==> config.mk <==
export PLATFORM = sky130hd
export DESIGN_NAME = intersection_scheduler_flat
export DESIGN_NICKNAME = d
export VERILOG_FILES = /design/src/rtl/traffic_pkg.sv /design/src/rtl/intersection_scheduler_if.sv /design/src/rtl/intersection_scheduler_phase_timer.sv /design/src/rtl/intersection_scheduler.sv /design/src/flat_wrapper.sv
export SDC_FILE = /design/constraint.sdc
export NUM_CORES = 1
export LEC_CHECK = 0
export CORE_MARGIN = 2
export CORE_UTILIZATION = 46
export CTS_CLUSTER_DIAMETER = 200
export DETAILED_ROUTE_END_ITERATION = 8
export GPL_TIMING_DRIVEN = 0
export PLACE_DENSITY = 0.82
export SLEW_MARGIN = 20
export SYNTH_ARGS = -nofsm -noshare
export SYNTH_HDL_FRONTEND = slang
export SYNTH_SLANG_ARGS = --single-unit
==> constraint.sdc <==
create_clock -name clk -period 2.7 [get_ports clk]
set_input_delay 0.54 -clock clk [delete_from_list [all_inputs] [get_ports clk]]
set_output_delay 0.54 -clock clk [all_outputs]
set_load 0.1 [all_outputs]
==> src/rtl/traffic_pkg.sv <==
// Shared phase encoding and default phase durations for the intersection scheduler.
package traffic_pkg;

  typedef enum logic [2:0] {
    MAIN_GREEN  = 3'd0,
    MAIN_YELLOW = 3'd1,
    ALL_RED_A   = 3'd2,
    SIDE_GREEN  = 3'd3,
    SIDE_YELLOW = 3'd4,
    ALL_RED_B   = 3'd5,
    PED_WALK    = 3'd6,
    ALL_RED_P   = 3'd7
  } phase_e;

  localparam int unsigned CNT_W_DEF        = 8;
  localparam int unsigned MAIN_MIN_DEF     = 20;
  localparam int unsigned SIDE_GREEN_T_DEF = 10;
  localparam int unsigned YELLOW_T_DEF     = 4;
  localparam int unsigned ALLRED_T_DEF     = 2;
  localparam int unsigned WALK_T_DEF       = 8;

  // Cycle count of a phase; MAIN_GREEN returns its minimum, it may be held longer.
  function automatic int unsigned duration_of(
    phase_e      p,
    int unsigned main_min = MAIN_MIN_DEF,
    int unsigned side_g   = SIDE_GREEN_T_DEF,
    int unsigned yellow   = YELLOW_T_DEF,
    int unsigned allred   = ALLRED_T_DEF,
    int unsigned walk     = WALK_T_DEF
  );
    int unsigned d;
    d = main_min;
    case (p)
      MAIN_GREEN:                        d = main_min;
      MAIN_YELLOW, SIDE_YELLOW:          d = yellow;
      ALL_RED_A, ALL_RED_B, ALL_RED_P:   d = allred;
      SIDE_GREEN:                        d = side_g;
      PED_WALK:                          d = walk;
      default:                           d = main_min;
    endcase
    return d;
  endfunction

endpackage

==> src/rtl/intersection_scheduler_if.sv <==
// Request inputs and lamp outputs of the intersection scheduler.
// walk_remaining exists only when PED_COUNTDOWN_EN is defined.
interface intersection_scheduler_if #(parameter int unsigned CNT_W = 8);
  logic       side_req;
  logic       ped_req;
  logic       main_g, main_y, main_r;
  logic       side_g, side_y, side_r;
  logic       walk, dontwalk;
  logic       ped_pending;
  logic [2:0] phase;
`ifdef PED_COUNTDOWN_EN
  logic [CNT_W-1:0] walk_remaining;
`endif

  modport master (
    output side_req, ped_req,
    input  main_g, main_y, main_r, side_g, side_y, side_r,
    input  walk, dontwalk, ped_pending, phase
`ifdef PED_COUNTDOWN_EN
    , input walk_remaining
`endif
  );

  modport slave (
    input  side_req, ped_req,
    output main_g, main_y, main_r, side_g, side_y, side_r,
    output walk, dontwalk, ped_pending, phase
`ifdef PED_COUNTDOWN_EN
    , output walk_remaining
`endif
  );
endinterface

==> src/rtl/intersection_scheduler_phase_timer.sv <==
// Loadable saturating down-counter timing the current phase.
module phase_timer #(
  parameter int unsigned    CNT_W   = 8,
  parameter logic [CNT_W-1:0] RST_VAL = '0
) (
  input  logic             clk,
  input  logic             rst,
  input  logic             load,
  input  logic [CNT_W-1:0] load_val,
  output logic [CNT_W-1:0] count,
  output logic             zero
);

  logic [CNT_W-1:0] count_q, count_d;

  always_comb begin
    count_d = count_q;
    if (load) begin
      count_d = load_val;
    end else if (count_q != '0) begin
      count_d = count_q - CNT_W'(1);
    end
  end

  always_ff @(posedge clk) begin
    if (rst) begin
      count_q <= RST_VAL;
    end else begin
      count_q <= count_d;
    end
  end

  assign count = count_q;
  assign zero  = (count_q == '0);

endmodule

==> src/rtl/intersection_scheduler.sv <==
// Phase sequencer for a main road, side road and pedestrian crossing.
// Optional macro PED_COUNTDOWN_EN adds the walk_remaining countdown output.
//
// state       | meaning
// MAIN_GREEN  | main road green, held until min time elapsed and a request is seen
// MAIN_YELLOW | main road yellow
// ALL_RED_A   | clearance after main; pedestrians win over side road
// SIDE_GREEN  | side road green, fixed length
// SIDE_YELLOW | side road yellow
// ALL_RED_B   | clearance back to main
// PED_WALK    | walk lamp on, both roads red
// ALL_RED_P   | clearance after walk; side road served next if still requesting
module intersection_scheduler
  import traffic_pkg::*;
#(
  parameter int unsigned CNT_W        = CNT_W_DEF,
  parameter int unsigned MAIN_MIN     = MAIN_MIN_DEF,
  parameter int unsigned SIDE_GREEN_T = SIDE_GREEN_T_DEF,
  parameter int unsigned YELLOW_T     = YELLOW_T_DEF,
  parameter int unsigned ALLRED_T     = ALLRED_T_DEF,
  parameter int unsigned WALK_T       = WALK_T_DEF
) (
  input  logic                      clk,
  input  logic                      rst,
  intersection_scheduler_if.slave   bus
);

  phase_e           state_q, state_d;
  logic             ped_pending_q, ped_pending_d;
  logic             timer_load;
  logic [CNT_W-1:0] timer_load_val;
  logic [CNT_W-1:0] timer_cnt;
  logic             timer_zero;

  phase_timer #(
    .CNT_W   (CNT_W),
    .RST_VAL (CNT_W'(MAIN_MIN - 1))
  ) u_timer (
    .clk      (clk),
    .rst      (rst),
    .load     (timer_load),
    .load_val (timer_load_val),
    .count    (timer_cnt),
    .zero     (timer_zero)
  );

  always_comb begin
    state_d = state_q;
    if (timer_zero) begin
      case (state_q)
        MAIN_GREEN:  if (bus.side_req || ped_pending_q) state_d = MAIN_YELLOW;
        MAIN_YELLOW: state_d = ALL_RED_A;
        ALL_RED_A:   state_d = ped_pending_q ? PED_WALK : SIDE_GREEN;
        SIDE_GREEN:  state_d = SIDE_YELLOW;
        SIDE_YELLOW: state_d = ALL_RED_B;
        ALL_RED_B:   state_d = MAIN_GREEN;
        PED_WALK:    state_d = ALL_RED_P;
        ALL_RED_P:   state_d = bus.side_req ? SIDE_GREEN : MAIN_GREEN;
        default:     state_d = MAIN_GREEN;
      endcase
    end

    timer_load     = (state_d != state_q);
    timer_load_val = CNT_W'(duration_of(state_d, MAIN_MIN, SIDE_GREEN_T,
                                        YELLOW_T, ALLRED_T, WALK_T) - 1);

    // Entering the walk phase clears the latch even if the button is pressed on that edge.
    ped_pending_d = ped_pending_q;
    if (state_d == PED_WALK && state_q != PED_WALK) begin
      ped_pending_d = 1'b0;
    end else if (bus.ped_req && state_q != PED_WALK) begin
      ped_pending_d = 1'b1;
    end
  end

  always_ff @(posedge clk) begin
    if (rst) begin
      state_q       <= MAIN_GREEN;
      ped_pending_q <= 1'b0;
    end else begin
      state_q       <= state_d;
      ped_pending_q <= ped_pending_d;
    end
  end

  logic main_g, main_y, main_r, side_g, side_y, side_r, walk, dontwalk;

  always_comb begin
    main_g   = 1'b0;
    main_y   = 1'b0;
    main_r   = 1'b1;
    side_g   = 1'b0;
    side_y   = 1'b0;
    side_r   = 1'b1;
    walk     = 1'b0;
    dontwalk = 1'b1;
    case (state_q)
      MAIN_GREEN:  begin main_g = 1'b1; main_r = 1'b0; end
      MAIN_YELLOW: begin main_y = 1'b1; main_r = 1'b0; end
      SIDE_GREEN:  begin side_g = 1'b1; side_r = 1'b0; end
      SIDE_YELLOW: begin side_y = 1'b1; side_r = 1'b0; end
      PED_WALK:    begin walk   = 1'b1; dontwalk = 1'b0; end
      default:     ;
    endcase
  end

  assign bus.main_g      = main_g;
  assign bus.main_y      = main_y;
  assign bus.main_r      = main_r;
  assign bus.side_g      = side_g;
  assign bus.side_y      = side_y;
  assign bus.side_r      = side_r;
  assign bus.walk        = walk;
  assign bus.dontwalk    = dontwalk;
  assign bus.ped_pending = ped_pending_q;
  assign bus.phase       = state_q;

`ifdef PED_COUNTDOWN_EN
  assign bus.walk_remaining = (state_q == PED_WALK) ? timer_cnt + CNT_W'(1) : '0;
`else
  logic unused_timer_cnt;
  assign unused_timer_cnt = ^timer_cnt;
`endif

endmodule
==> src/flat_wrapper.sv <==
// flat-port wrapper written by rule: the top's interface ports become plain ports
module intersection_scheduler_flat import traffic_pkg::*;
#(
  parameter int unsigned CNT_W        = CNT_W_DEF,
  parameter int unsigned MAIN_MIN     = MAIN_MIN_DEF,
  parameter int unsigned SIDE_GREEN_T = SIDE_GREEN_T_DEF,
  parameter int unsigned YELLOW_T     = YELLOW_T_DEF,
  parameter int unsigned ALLRED_T     = ALLRED_T_DEF,
  parameter int unsigned WALK_T       = WALK_T_DEF
)
  (clk, rst, bus_side_req, bus_ped_req, bus_main_g, bus_main_y, bus_main_r, bus_side_g, bus_side_y, bus_side_r, bus_walk, bus_dontwalk, bus_ped_pending, bus_phase);
  intersection_scheduler_if #(.CNT_W(CNT_W)) bus_i ();
  input  logic clk;
  input  logic rst;
  input wire logic [$bits(bus_i.side_req)-1:0] bus_side_req;
  input wire logic [$bits(bus_i.ped_req)-1:0] bus_ped_req;
  output wire logic [$bits(bus_i.main_g)-1:0] bus_main_g;
  output wire logic [$bits(bus_i.main_y)-1:0] bus_main_y;
  output wire logic [$bits(bus_i.main_r)-1:0] bus_main_r;
  output wire logic [$bits(bus_i.side_g)-1:0] bus_side_g;
  output wire logic [$bits(bus_i.side_y)-1:0] bus_side_y;
  output wire logic [$bits(bus_i.side_r)-1:0] bus_side_r;
  output wire logic [$bits(bus_i.walk)-1:0] bus_walk;
  output wire logic [$bits(bus_i.dontwalk)-1:0] bus_dontwalk;
  output wire logic [$bits(bus_i.ped_pending)-1:0] bus_ped_pending;
  output wire logic [$bits(bus_i.phase)-1:0] bus_phase;
  assign bus_i.side_req = bus_side_req;
  assign bus_i.ped_req = bus_ped_req;
  assign bus_main_g = bus_i.main_g;
  assign bus_main_y = bus_i.main_y;
  assign bus_main_r = bus_i.main_r;
  assign bus_side_g = bus_i.side_g;
  assign bus_side_y = bus_i.side_y;
  assign bus_side_r = bus_i.side_r;
  assign bus_walk = bus_i.walk;
  assign bus_dontwalk = bus_i.dontwalk;
  assign bus_ped_pending = bus_i.ped_pending;
  assign bus_phase = bus_i.phase;
  intersection_scheduler #(.CNT_W(CNT_W), .MAIN_MIN(MAIN_MIN), .SIDE_GREEN_T(SIDE_GREEN_T), .YELLOW_T(YELLOW_T), .ALLRED_T(ALLRED_T), .WALK_T(WALK_T)) u_core (.clk(clk), .rst(rst), .bus(bus_i));
endmodule
* Yosys cells after proc, flatten, opt, wreduce, memory -nomap -nowiden
Memories as Yosys holds them, arrays and structs flattened.
Cells that the tools add are included.
** Word-level totals
- Register bits after elaboration :: 12
- Word-level logic and storage cells :: 41
- Bits in read-only memories :: 32
- Memories :: 1
- Output and inout bits :: 12
- Bits in latches :: 0
- Bits in writable memories :: 0
- Input port bits :: 4
** Cells by class
- $mul :: 0
- Shift operators :: 0
- Equal/unequal tests :: 10
- Bitwise gates (word level) :: 0
- Muxes and demuxes :: 15
- Reductions and logical operators :: 10
- Add/sub/neg operators :: 2
- Magnitude comparators :: 0
- Div/mod/pow operators :: 0
** Memory list
- (no name shown) :: depth 8, width 4, read ports 1, clocked after Yosys merged registers in 0, write ports 0, RTL line traffic_pkg.sv:33 : case (p)
** Operators by type and width (number)
- 3-bit one-hot mux with 8 select lines :: 1
- 8-bit two-way mux :: 2
- 8-bit by 1-bit subtractor with 8-bit output, second input constant :: 2
- 3-bit equality test, second input constant :: 5
- 3-bit two-way mux :: 3
- 8-bit zero test :: 1
- 1-bit two-way mux :: 8
- 8-bit nonzero test :: 1
- 3-bit by 2-bit equality test with 1-bit output, second input constant :: 2
- 2-bit OR reduction :: 3
- 3-bit by 1-bit equality test with 1-bit output, second input constant :: 1
- 3-bit zero test :: 1
- 3-bit inequality test :: 1
- 3-bit inequality test, second input constant :: 1
- 1-bit logical AND :: 2
- 2-bit two-way mux :: 1
- 2-bit nonzero test :: 1
- 1-bit logical OR :: 1

* Longest topological paths before layout
- Word-level depth :: 7
- Mapped depth :: 12
- Depth with buffers taken out :: 11

* Cells and area by module
A second synthesis with hierarchy kept.
** Second synthesis, totals
- Cells, all modules :: 116
- Area total of the unflattened synthesis :: 895.9 um^2
** Modules (own cells, without submodules)
- phase_timer :: times used 1, area an instance 452.9 um^2, sequential area each 160.2 um^2, cells each 53
- intersection_scheduler :: times used 1, area an instance 442.9 um^2, sequential area each 80.1 um^2, cells each 63

* Worst setup path after synthesis
OpenSTA, ideal clock, no wires.
- Kind :: register to output
- Start point :: reg u_core.state_q[2] (netlist: u_core.bus.phase[2])
- End point :: out bus_side_r
- Stages on the path, launching flop included :: 5
- Data required time :: 2160 ps
- Arrival :: 4889 ps
- Buffers on the path :: 1
- Path slack :: -2729 ps
- Path through :: dfxtp_1 -> clkbuf_1 -> inv_1 -> nor3_1 -> nor2_1
** On the way
- Longest elaborated chain between the ends :: 3
- Elaborated cells on any way between the ends :: 4
- Those cells by class :: eq/ne: 2; mux: 1; reduce/logical: 1
** Ends and longest elaborated chain
- start, declared :: RTL line intersection_scheduler.sv:28 : phase_e state_q, state_d;
- start signal, assigned :: RTL line intersection_scheduler.sv:81 : state_q <= state_d;
- 3-bit by 2-bit equality test with 1-bit output or 3-bit equality test (tied branches) :: RTL line intersection_scheduler.sv:97 : case (state_q)
- 2-bit OR reduction (no source line) *
- 1-bit two-way mux * :: RTL line intersection_scheduler.sv:97
- end, declared :: RTL line flat_wrapper.sv:22 : output wire logic [$bits(bus_i.side_r)-1:0] bus_side_r;
Mark *: on every way between the ends. The rest lies on a longest branch, timed or not.

* Worst setup path after layout
- Start point :: reg u_core.state_q[1] (netlist: u_core.bus.phase[1])
- End point :: out bus_main_g
** On the way
- Longest elaborated chain between the ends :: 2
** Ends and longest elaborated chain
- 3-bit zero test :: RTL line intersection_scheduler.sv:97
- 1-bit two-way mux :: RTL line intersection_scheduler.sv:97
- end, declared :: RTL line flat_wrapper.sv:17 : output wire logic [$bits(bus_i.main_g)-1:0] bus_main_g;
No other way between the ends.

==> impl_metrics.tcl <==
set metrics [dict create \
    crit_path_max_fanout 6 \
    synth_edf_count 0 \
    end_kind "output port" \
    grt_pass1_vias 978 \
    grt_pass1_wl_um 4320 \
    port_buffers 15 \
    syn_area_um2 932 \
    firstDrtPassIters 4 \
    ys_warn_count 0 \
    core_mm2 0.00194 \
    wl_um 2530 \
    arrival_ns 2.06 \
    die_h_um 49.0 \
    nets 147 \
    hold_ws_ns 0.491 \
    power_density_mw_per_mm2 324 \
    htreeDepth 1 \
    synth-seq-cells 12 \
    worst_setup_path_start_kind "flop" \
    area_growth_pct 35.7 \
    final.period_utilization_pct 96.4 \
    cts_tree "done" \
    multi_input_area_um2 739 \
    synth_fp_nets 127 \
    r2r_slack_ns 0.13 \
    power_leakage_nw 0.426 \
    num_antenna_cells 0 \
    ant_nets 0 \
    drive_gt1_share_pct 28.1 \
    fin_skew_ns 0.00233 \
    viasPerCell 5.95 \
    synth_cell_types 50 \
    wire_per_inst_um 15.2 \
    grt_usage_pct 22.7 \
    async_reset_ff_share_pct 0 \
    critical_path_class "flop to output port" \
    drc_errors 0 \
    min_period_ns 2.60 \
    io_pins 16 \
    drt_iter0_drc 19 \
    cts-root-buf "clkbuf_4" \
    die_area_mm2 0.00240 \
    syn_inst 120 \
    antenna_found_initial 0 \
    cts_buffer_depth 2 \
    row_count 16 \
    ir_drop_v 0.000236 \
    worst_pin_slew_ns 0.971 \
    hold_viol 0 \
    synth_seq_area_share_pct 25.8 \
    worst_ep_required_time_ns 2.16 \
    gp_congestion 0.829 \
    fillers 176 \
    final_max_slew_viol_count 0 \
    clk_latency_ns 0.28 \
    drv_cap 0 \
    slew_headroom_pct 35.1 \
    avgSynthCellArea_um2 7.77 \
    cts.clk_slew.worst_paths_ns 0.09 \
    cts_sinks 12 \
    post-route-util_pct 65.1 \
    vias 988 \
    rsz0062_at_grt "no" \
    setup_viol 0 \
    cts_buffers 3 \
    seqCellArea_um2 250 \
    hpwl_um 1900 \
    grt_overflow 0 \
    hold_buffers 0 \
    timing.fmax_ghz 0.384 \
    start_util_pct 48.0 \
    ys.flop_type "dfxtp_1" \
    tns_ns 0 \
    status "complete, no violations" \
    hp-class "flop to flop" \
    grt_max_degree 11 \
    die_w_um 49.0 \
]
[worst max-delay path, stage by stage (launching register included)]
cell and delay, ns:
dfxtp_4 0.37, nor2_4 0.24, clkinvlp_4 0.22, nor2_4 0.10, dlygate4sd2_1 0.85
[layout make-up]
| class | count | area share (%) |
|---|---|---|
| Inverter | 6 | 2.37 |
| Multi-Input combinational cell | 96 | 58.5 |
| Tap cell | 27 | 2.67 |
| Timing Repair Buffer | 16 | 12.3 |
| Buffer | 5 | 1.58 |
| Sequential cell | 12 | 19.8 |
| Clock buffer | 4 | 2.87 |
[path summary, 6_finish.rpt]
path,start,to,cells past startpoint
worst max register to register,u_core.u_timer.count[3],u_core.u_timer.count[3],10
worst min-delay path,u_core.u_timer.count[0],u_core.u_timer.count[0],2
worst max-delay path,u_core.bus.phase[1],bus_main_g,4
worst min register to register,u_core.u_timer.count[0],u_core.u_timer.count[0],2
[layer usage]
layer / vias up / wire, µm / track usage, %
met5: - / 0 / 0
met4: 0 / 48 / 6.67
met3: 8 / 51 / 2.76
met2: 19 / 1280 / 42.7
met1: 475 / 1150 / 26.8
li1: 486 / - / -
[per-stage QoR]
step	area, µm²	instances	power (mW)	worst slack, ns
final	1260	166	0.409	0.0974
after global placement	1200	162	0.256	-0.166
after global routing	1260	166	0.428	0.0147
after detailed placement	1200	162	0.259	-0.260
after floorplan	1010	120	0.239	-0.0409
after CTS	1240	166	0.405	0.00472
[cell families after synthesis]
logic type | synth area share [%]
AO/OA/AOI/OAI | 30.1
flip-flops | 25.8
AND/OR/NAND/NOR | 34.2
buffers and inverters | 4.97
XOR/XNOR | 0.940
adder cells (fa/ha/maj) | 4.03
[report_power, final]
| group | total [mW] | internal (mW) | switching, mW | leakage [nW] |
|---|---|---|---|---|
| clock network | 0.150 | 0.0820 | 0.0677 | 0.0210 |
| registers | 0.193 | 0.182 | 0.0103 | 0.100 |
| logic | 0.0670 | 0.0273 | 0.0397 | 0.305 |
| total | 0.409 | 0.291 | 0.118 | 0.426 |
[synthesized netlist by cell type (all sizes together), types with 2 or more instances]
cell type	count	area share (%)
o21ai	6	3.6
a21oi	8	4.3
a211oi	3	3.8
nand3b	2	1.6
or2	2	1.3
nand2b	2	1.3
nor2	9	4.4
a31oi	2	1.3
a21o	4	3.2
o221ai	2	1.9
nand2	11	4.4
dfxtp	12	26
nor3b	2	1.6
o211ai	3	2.4
nor3	4	2.1
inv	6	2.4
nor4	2	2.0
or3	2	1.9
or4	2	1.6
or3b	2	1.9
clkbuf	5	2.0
nand3	6	3.2
ha	3	4.0
[timing repair]
action                     CTS  global route
cloned                       0             0
pin swaps                    1             0
setup endpoints to repair    8             3
setup buffers                1             0
gates resized for setup     16             9
[sequential cells by signal, summed over array words and instances, names as in the netlist]
register	flops
u_core.bus.ped_pending	1
u_core.bus.phase	3
u_core.u_timer.count	8
[cells in the final DEF, fill, tap and decap left out, drive strengths merged, types with 2 or more instances in the layout]
| cell | instances |
|---|---|
| dfxtp | 12 |
| nand2 | 11 |
| nor2 | 9 |
| a21oi | 8 |
| clkbuf | 8 |
| clkdlybuf4s50 | 7 |
| nand3 | 6 |
| o21ai | 6 |
| inv | 4 |
| a21o | 4 |
| nor3 | 4 |
| o211ai | 3 |
| clkdlybuf4s15 | 3 |
| dlygate4sd2 | 3 |
| buf | 3 |
| a211oi | 3 |
| ha | 3 |
| or4 | 2 |
| clkinvlp | 2 |
| o221ai | 2 |
| nand2b | 2 |
| a31oi | 2 |
| nand3b | 2 |
| nor4 | 2 |
| nor3b | 2 |
| or3b | 2 |
| or3 | 2 |
| or2 | 2 |
Power figures use the tool's default switching activity.
